### config.mk
export PLATFORM = sky130hd
export DESIGN_NAME = interrupt_controller
export DESIGN_NICKNAME = d
export VERILOG_FILES = /design/src/rtl/interrupt_controller.sv
export SDC_FILE = /design/constraint.sdc
export NUM_CORES = 1
export LEC_CHECK = 0
export CORE_UTILIZATION = 30
export DETAILED_ROUTE_END_ITERATION = 6
export PLACE_DENSITY = 0.7
export SETUP_SLACK_MARGIN = 0.02
export SLEW_MARGIN = 30
export SYNTH_ARGS = -nofsm -noshare
export SYNTH_HDL_FRONTEND = slang
export SYNTH_SLANG_ARGS = --single-unit
### constraint.sdc
create_clock -name clk -period 4.1 [get_ports clk]
set_input_delay 0.82 -clock clk [delete_from_list [all_inputs] [get_ports clk]]
set_output_delay 0.82 -clock clk [all_outputs]
set_load 0.02 [all_outputs]
### src/rtl/interrupt_controller.sv
// Prioritised interrupt arbiter: picks the highest enabled TIFR flag at an
// instruction boundary, requests a vector fetch and sequences SREG I handling.
module interrupt_controller #(
  parameter logic [13:0] VECTOR_BASE   = 14'h008,
  parameter int unsigned VECTOR_STRIDE = 2
) (
  input  logic        clk,
  input  logic        rst,
  input  logic [7:0]  tifr,
  input  logic [7:0]  timsk,
  input  logic        sreg_i,
  input  logic        instr_boundary,
  input  logic        irq_ack,
  input  logic        reti,
  output logic        irq_req,
  output logic [13:0] irq_vector,
  output logic [7:0]  tifr_clear,
  output logic        sreg_i_clear,
  output logic        sreg_i_set,
  output logic        in_service
);

  typedef enum logic [1:0] {IDLE, PENDING, SERVICE, HOLD} state_t;

  state_t      state, state_nx;
  logic [7:0]  eligible;
  logic        any_eligible;
  logic [2:0]  win_k;
  logic [13:0] win_rank;
  logic [13:0] win_vec;
  logic [2:0]  k_q, k_nx;
  logic [13:0] vec_nx;
  logic [7:0]  clear_nx;
  logic        iclr_nx, iset_nx;

  assign eligible     = tifr & timsk & {8{sreg_i}};
  assign any_eligible = |eligible;

  // Ascending scan: the last set bit seen is the highest-priority one.
  always_comb begin
    win_k = '0;
    for (int unsigned i = 0; i < 8; i++) begin
      if (eligible[i]) win_k = i[2:0];
    end
  end

  assign win_rank = 14'(3'd7 - win_k);
  assign win_vec  = VECTOR_BASE + win_rank * 14'(VECTOR_STRIDE);

  always_comb begin
    state_nx = state;
    k_nx     = k_q;
    vec_nx   = irq_vector;
    clear_nx = '0;
    iclr_nx  = 1'b0;
    iset_nx  = 1'b0;
    case (state)
      IDLE, HOLD: begin
        if (instr_boundary) begin
          if (any_eligible) begin
            state_nx = PENDING;
            k_nx     = win_k;
            vec_nx   = win_vec;
          end else begin
            state_nx = IDLE;
          end
        end
      end
      PENDING: begin
        // Acknowledge beats a simultaneous withdrawal; the clear uses the
        // source already presented to the control unit.
        if (irq_ack) begin
          state_nx = SERVICE;
          clear_nx = 8'b1 << k_q;
          iclr_nx  = 1'b1;
        end else if (!any_eligible) begin
          state_nx = IDLE;
        end else begin
          k_nx   = win_k;
          vec_nx = win_vec;
        end
      end
      SERVICE: begin
        if (reti) begin
          state_nx = HOLD;
          iset_nx  = 1'b1;
        end
      end
      default: state_nx = IDLE;
    endcase
  end

  always_ff @(posedge clk) begin
    if (rst) begin
      state        <= IDLE;
      k_q          <= '0;
      irq_vector   <= '0;
      tifr_clear   <= '0;
      sreg_i_clear <= 1'b0;
      sreg_i_set   <= 1'b0;
    end else begin
      state        <= state_nx;
      k_q          <= k_nx;
      irq_vector   <= vec_nx;
      tifr_clear   <= clear_nx;
      sreg_i_clear <= iclr_nx;
      sreg_i_set   <= iset_nx;
    end
  end

  assign irq_req    = (state == PENDING);
  assign in_service = (state == SERVICE);

endmodule

==> flow_metrics.env, run 1 <==
export IMPL_dp_hpwl_um=1667
export IMPL_power_density_nw_per_um2=308.1
export IMPL_post_cts_buffers=0
export IMPL_min_path_type="reg2reg"
export IMPL_layout_commonest_cell="clkdlybuf4s50_1"
export IMPL_timing_fmax_ghz=0.4087
export IMPL_clock_latency_ns=0.29
export IMPL_avgSynthCellArea_um2=9.903
export IMPL_cp_data_required_time_ns=3.28
export IMPL_area_growth_pct=41.80
export IMPL_cts_sinks=18
export IMPL_crit_fanout=5
export IMPL_seq_area_frac_synth=0.3871
export IMPL_power_total_mw=0.4067
export IMPL_worst_slack_ns=1.653
export IMPL_syn_inst=94
export IMPL_ff2ff_setup_slack_ns=2.35
export IMPL_yosys_warnings=0
export IMPL_grt_antenna_before_repair=0
export IMPL_grt_max_degree=11
export IMPL_rsz0062_at_grt="false"
export IMPL_synth_cell_types=33
export IMPL_drc=4
export IMPL_grt_pass1_wl_um=3194
export IMPL_die_x_um=57.71
export IMPL_clk_pin_slew_worst_paths_ns=0.09
export IMPL_start_util=0.3263
export IMPL_ys_ff_latch=18
export IMPL_setup_viol=0
export IMPL_cts_buffers=3
export IMPL_status="complete, but fails checks"
export IMPL_critPathArrivalTime_ns=1.63
export IMPL_drive_gt1_frac=0.1288
export IMPL_hold_ws_ns=0.4814
export IMPL_gr_total_overflow=0
export IMPL_violations="design-rule violations"
export IMPL_n_antenna_cell=0
export IMPL_fp_dieH_um=57.71
export IMPL_final_util=0.4627
export IMPL_p_leak_nw=0.5272
export IMPL_endpoint_kind="primary output"
export IMPL_ios=48
export IMPL_finalSetupTns_ns=0
export IMPL_post_place_ws_ns=1.658
export IMPL_drv_slew=0
export IMPL_cts_root_buf="clkbuf_4"
export IMPL_first_pass_iters=6
export IMPL_grt_total_usage=0.1243
export IMPL_ant_nets=0
export IMPL_fp_row_count=19
export IMPL_finClkSkew_ns=0.001321
export IMPL_fin_crit_sh=0.5968
export IMPL_synthesis_area_um2=930.9
export IMPL_io_buffers=37
export IMPL_cts_resized=0
export IMPL_routed_wl_um=1978
export IMPL_grt_pass1_vias=750
export IMPL_routabilityCongestion=0.8116
export IMPL_drt_iter0_markers=15
export IMPL_hold_viol_final=0
export IMPL_cts_tree="yes"
export IMPL_critPathKind="reg2out"
export IMPL_cts_hold_buf=0
export IMPL_avgRoutedWirePerCell_um=12.13
export IMPL_die_area_um2=3330
export IMPL_final_cell_mix="37 x clkdlybuf4s50_1, 18 x dfxtp_1, 10 x conb_1, 9 x nor2_1, 7 x nand2_1"
export IMPL_routed_via_count=799
export IMPL_core_area_um2=2853
export IMPL_cp_start_kind="flip-flop"
export IMPL_min_period_ns=2.447
export IMPL_vdd_drop_max_mv=0.1085
export IMPL_cts_buffer_depth=2
export IMPL_maxCapViolCount=0
export IMPL_vias_per_cell=4.902
export IMPL_layout_nets=157
export IMPL_htree_num_levels=1
[sequential cells by signal, summed over array words and instances, names as in the netlist]
register	flops
irq_vector	4
state	2
sreg_i_set	1
k_q	2
tifr_clear	8
sreg_i_clear	1
[through the flow]
stage | cells | instance area [um^2]
after floorplan | 103 | 964.7
after global placement | 159 | 1284
after detailed placement | 159 | 1284
after CTS | 163 | 1320
after global routing | 163 | 1320
final | 163 | 1320
[metal layers]
metal / global-route usage / wire (um)
met1: 0.1200 / 754
met3: 0.04688 / 120
met4: 0.02721 / 6
met5: 0 / 0
met2: 0.2475 / 1097
[critical path: stages, from the launching register on]
cell,delay (ns)
dfxtp_1,0.32
inv_1,0.07
ha_1,0.28
clkdlybuf4s50_1,0.65
[power breakdown]
part           total, mW  switching [mW]  internal (mW)
clock              0.107          0.0523         0.0542
combinational      0.110          0.0573         0.0527
sequential         0.190         0.00674          0.184
total              0.407           0.116          0.290
[layout make-up]
cell class	instances	area (um^2)
multi-input combinational	68	495.5
tap	31	38.79
timing repair buffer	37	370.4
inverter	5	18.77
clock buffer	4	36.28
sequential	18	360.3
fill	273	1533
[synthesized netlist by cell type]
cell,number,area share
dfxtp_1,18,0.39
buf_4,12,0.097
nor2_1,9,0.036
nand2_1,7,0.028
a21oi_1,5,0.027
inv_1,5,0.020
nand2b_1,4,0.027
o21ai_0,3,0.016
a22oi_2,2,0.027
a22oi_4,2,0.046
a32o_1,2,0.022
ha_1,2,0.027
nor3_1,2,0.011
o211a_1,2,0.022
a2111oi_4,1,0.030
a211oi_1,1,0.0081
a21o_1,1,0.0081
a221o_1,1,0.011
a221oi_2,1,0.016
a22oi_1,1,0.0081
a31oi_2,1,0.013
and2b_2,1,0.0094
and3_1,1,0.0067
and3_2,1,0.0081
and4_4,1,0.012
conb_1,1,0.0040
mux2_1,1,0.012
nand2_2,1,0.0067
nand4_2,1,0.013
nand4b_1,1,0.0094
o2111ai_2,1,0.016
o22a_1,1,0.0094
or3_1,1,0.0067
[path summary, 6_finish.rpt]
path | from | to | cells past startpoint
setup / recovery | state[1] | irq_req | 3
hold / removal | irq_vector[4] | irq_vector[4] | 2
setup reg to reg | state[0] | irq_vector[1] | 6
hold reg to reg | irq_vector[4] | irq_vector[4] | 2
[logic make-up (layout without fill, tap and decap cells)]
group,count (synthesis),after routing,share of synthesized area
muxes,1,1,0.01210
AOI/OAI and AO/OA,25,25,0.2782
DFF,18,18,0.3871
adders and majority gates,2,2,0.02688
and+or+nand+nor,30,30,0.1747
other,1,10,0.004028
buffers and inverters,17,46,0.1169
(Power assumes the default switching activity.)
==> run 2: changes to the inputs <==
--- a/config.mk
+++ b/config.mk
@@ -7,7 +7,7 @@
 export LEC_CHECK = 0
 export CORE_UTILIZATION = 30
 export DETAILED_ROUTE_END_ITERATION = 6
-export PLACE_DENSITY = 0.7
+export PLACE_DENSITY = 0.73
 export SETUP_SLACK_MARGIN = 0.02
 export SLEW_MARGIN = 30
 export SYNTH_ARGS = -nofsm -noshare
==> constraint.sdc (replaced) <==
create_clock -name clk -period 2.2 [get_ports clk]
set_input_delay 0.44 -clock clk [delete_from_list [all_inputs] [get_ports clk]]
set_output_delay 0.44 -clock clk [all_outputs]
set_load 0.02 [all_outputs]
==> flow_metrics.env, run 2 (synthesized netlist as in run 1, its figures left out) <==
export IMPL_io_buffers=37
export IMPL_hold_viol_final=0
export IMPL_endpoint_kind="primary output"
export IMPL_drv_slew=0
export IMPL_final_util=0.4579
export IMPL_multi_input_area_um2=495.5
export IMPL_power_density_nw_per_um2=554.4
export IMPL_cts_sinks=18
export IMPL_p_leak_nw=0.5200
export IMPL_routed_via_count=780
export IMPL_cts_hold_buf=0
export IMPL_ios=48
export IMPL_regArea_um2=360.3
export IMPL_crit_path_top_delay_cell="clkdlybuf4s50_1"
export IMPL_fill_cells=276
export IMPL_cts_buffer_depth=2
export IMPL_fp_row_count=19
export IMPL_cts_resized=0
export IMPL_ff2ff_setup_slack_ns=0.42
export IMPL_min_to="irq_vector[4]"
export IMPL_power_total_mw=0.7242
export IMPL_cts_tree="yes"
export IMPL_grt_pass1_vias=776
export IMPL_critPathKind="reg2out"
export IMPL_clk_pin_slew_worst_paths_ns=0.09
export IMPL_drt_iter0_markers=11
export IMPL_first_pass_iters=6
export IMPL_fp_dieH_um=57.71
export IMPL_rr_worst_depth=6
export IMPL_violations="design-rule violations"
export IMPL_vias_per_cell=4.815
export IMPL_cp_start_kind="flip-flop"
export IMPL_n_antenna_cell=0
export IMPL_vdd_drop_max_mv=0.1680
export IMPL_largest_register_ffs=8
export IMPL_clock_latency_ns=0.29
export IMPL_min_delay_start="irq_vector[4]"
export IMPL_largest_register="tifr_clear"
export IMPL_rsz0062_at_grt="false"
export IMPL_crit_family="buffers and inverters"
export IMPL_cts_buffers=3
export IMPL_crit_fanout=5
export IMPL_final_cell_mix="37 x clkdlybuf4s50_1, 18 x dfxtp_1, 10 x conb_1, 9 x nor2_1, 7 x nand2_1"
export IMPL_finalSetupTns_ns=0
export IMPL_avgRoutedWirePerCell_um=12.82
export IMPL_min_period_ns=2.049
export IMPL_timing_rr_start="state[0]"
export IMPL_cts_root_buf="clkbuf_4"
export IMPL_post_cts_buffers=0
export IMPL_top_regs="tifr_clear (8), irq_vector (4)"
export IMPL_gr_total_overflow=0
export IMPL_fin_crit_sh=0.9312
export IMPL_status="complete, but fails checks"
export IMPL_grt_pass1_wl_um=3305
export IMPL_finClkSkew_ns=0.007620
export IMPL_drive_gt1_frac=0.1221
export IMPL_post_place_ws_ns=0.1162
export IMPL_reg2reg_to="irq_vector[1]"
export IMPL_start_util=0.3263
export IMPL_path_buf_inv=2
export IMPL_ant_nets=0
export IMPL_layout_commonest_cell="clkdlybuf4s50_1"
export IMPL_area_growth_pct=40.32
export IMPL_crit_chain="inv_1, ha_1, clkdlybuf4s50_1"
export IMPL_die_x_um=57.71
export IMPL_worst_slack_ns=0.1514
export IMPL_htree_num_levels=1
export IMPL_place_inst=159
export IMPL_layout_nets=157
export IMPL_min_path_type="reg2reg"
export IMPL_drc=5
export IMPL_timing_fmax_ghz=0.4881
export IMPL_grt_antenna_before_repair=0
export IMPL_maxCapViolCount=0
export IMPL_dp_hpwl_um=1685
export IMPL_cp_data_required_time_ns=1.76
export IMPL_die_area_um2=3330
export IMPL_grt_max_degree=11
export IMPL_hold_depth=2
export IMPL_stdcell_count=162
export IMPL_cpPeakStageDelay_ns=0.65
export IMPL_critPathArrivalTime_ns=1.61
export IMPL_grt_total_usage=0.1289
export IMPL_setup_viol=0
export IMPL_routabilityCongestion=0.8295
export IMPL_core_area_um2=2853
export IMPL_routed_wl_um=2077
## run 2: power by group
group	leakage (nW)	switching, mW	internal (mW)	total [mW]
Clock	0.0138	0.0990	0.0636	0.163
Sequential	0.146	0.0126	0.342	0.355
Combinational	0.360	0.109	0.0982	0.207
Total	0.520	0.220	0.504	0.724
## run 2: worst max-delay path by stage
stage	startpoint	endpoint	cells after the start
2_1_floorplan	state[0]	irq_vector[1]	6
3_3_place_gp	tifr[7]	state[1]	5
3_5_place_dp	tifr[7]	state[1]	5
4_1_cts	state[1]	irq_req	3
5_1_grt	state[1]	irq_req	3
6_report	state[1]	irq_req	3
## run 2: per-layer routing
layer | share of wire | GRT usage
met2 | 0.55 | 0.2475
met4 | 0 | 0.04422
met1 | 0.41 | 0.1348
met3 | 0.035 | 0.03348
met5 | 0 | 0
## run 2: cell type report
cell class | count | share of cell area
multi-input cells | 68 | 0.3793
flip-flops and latches | 18 | 0.2759
well taps | 31 | 0.02969
repair buffers | 37 | 0.2835
inverters | 5 | 0.01437
clock buffers | 3 | 0.01724
## run 2: through the flow
stage	hold WS (ns)	cell area [um^2]
floorplan	0.4697	964.7
global placement	0.4654	1284
detailed placement	0.4927	1284
CTS	0.5085	1306
global route	0.5516	1306
finish	0.5054	1306
## run 2: worst min-delay path, stage by stage, from the launching register on
cell and delay [ns]:
dfxtp_1 0.33, o21ai_0 0.07, a21oi_1 0.07
==> run 3: changes to the inputs <==
--- a/config.mk
+++ b/config.mk
@@ -9,7 +9,7 @@
 export DETAILED_ROUTE_END_ITERATION = 6
 export PLACE_DENSITY = 0.73
 export SETUP_SLACK_MARGIN = 0.02
-export SLEW_MARGIN = 30
+export SLEW_MARGIN = 20
 export SYNTH_ARGS = -nofsm -noshare
 export SYNTH_HDL_FRONTEND = slang
 export SYNTH_SLANG_ARGS = --single-unit
==> results of run 3 <==
No change in the layout: final DEF, timing and power equal those of run 2.
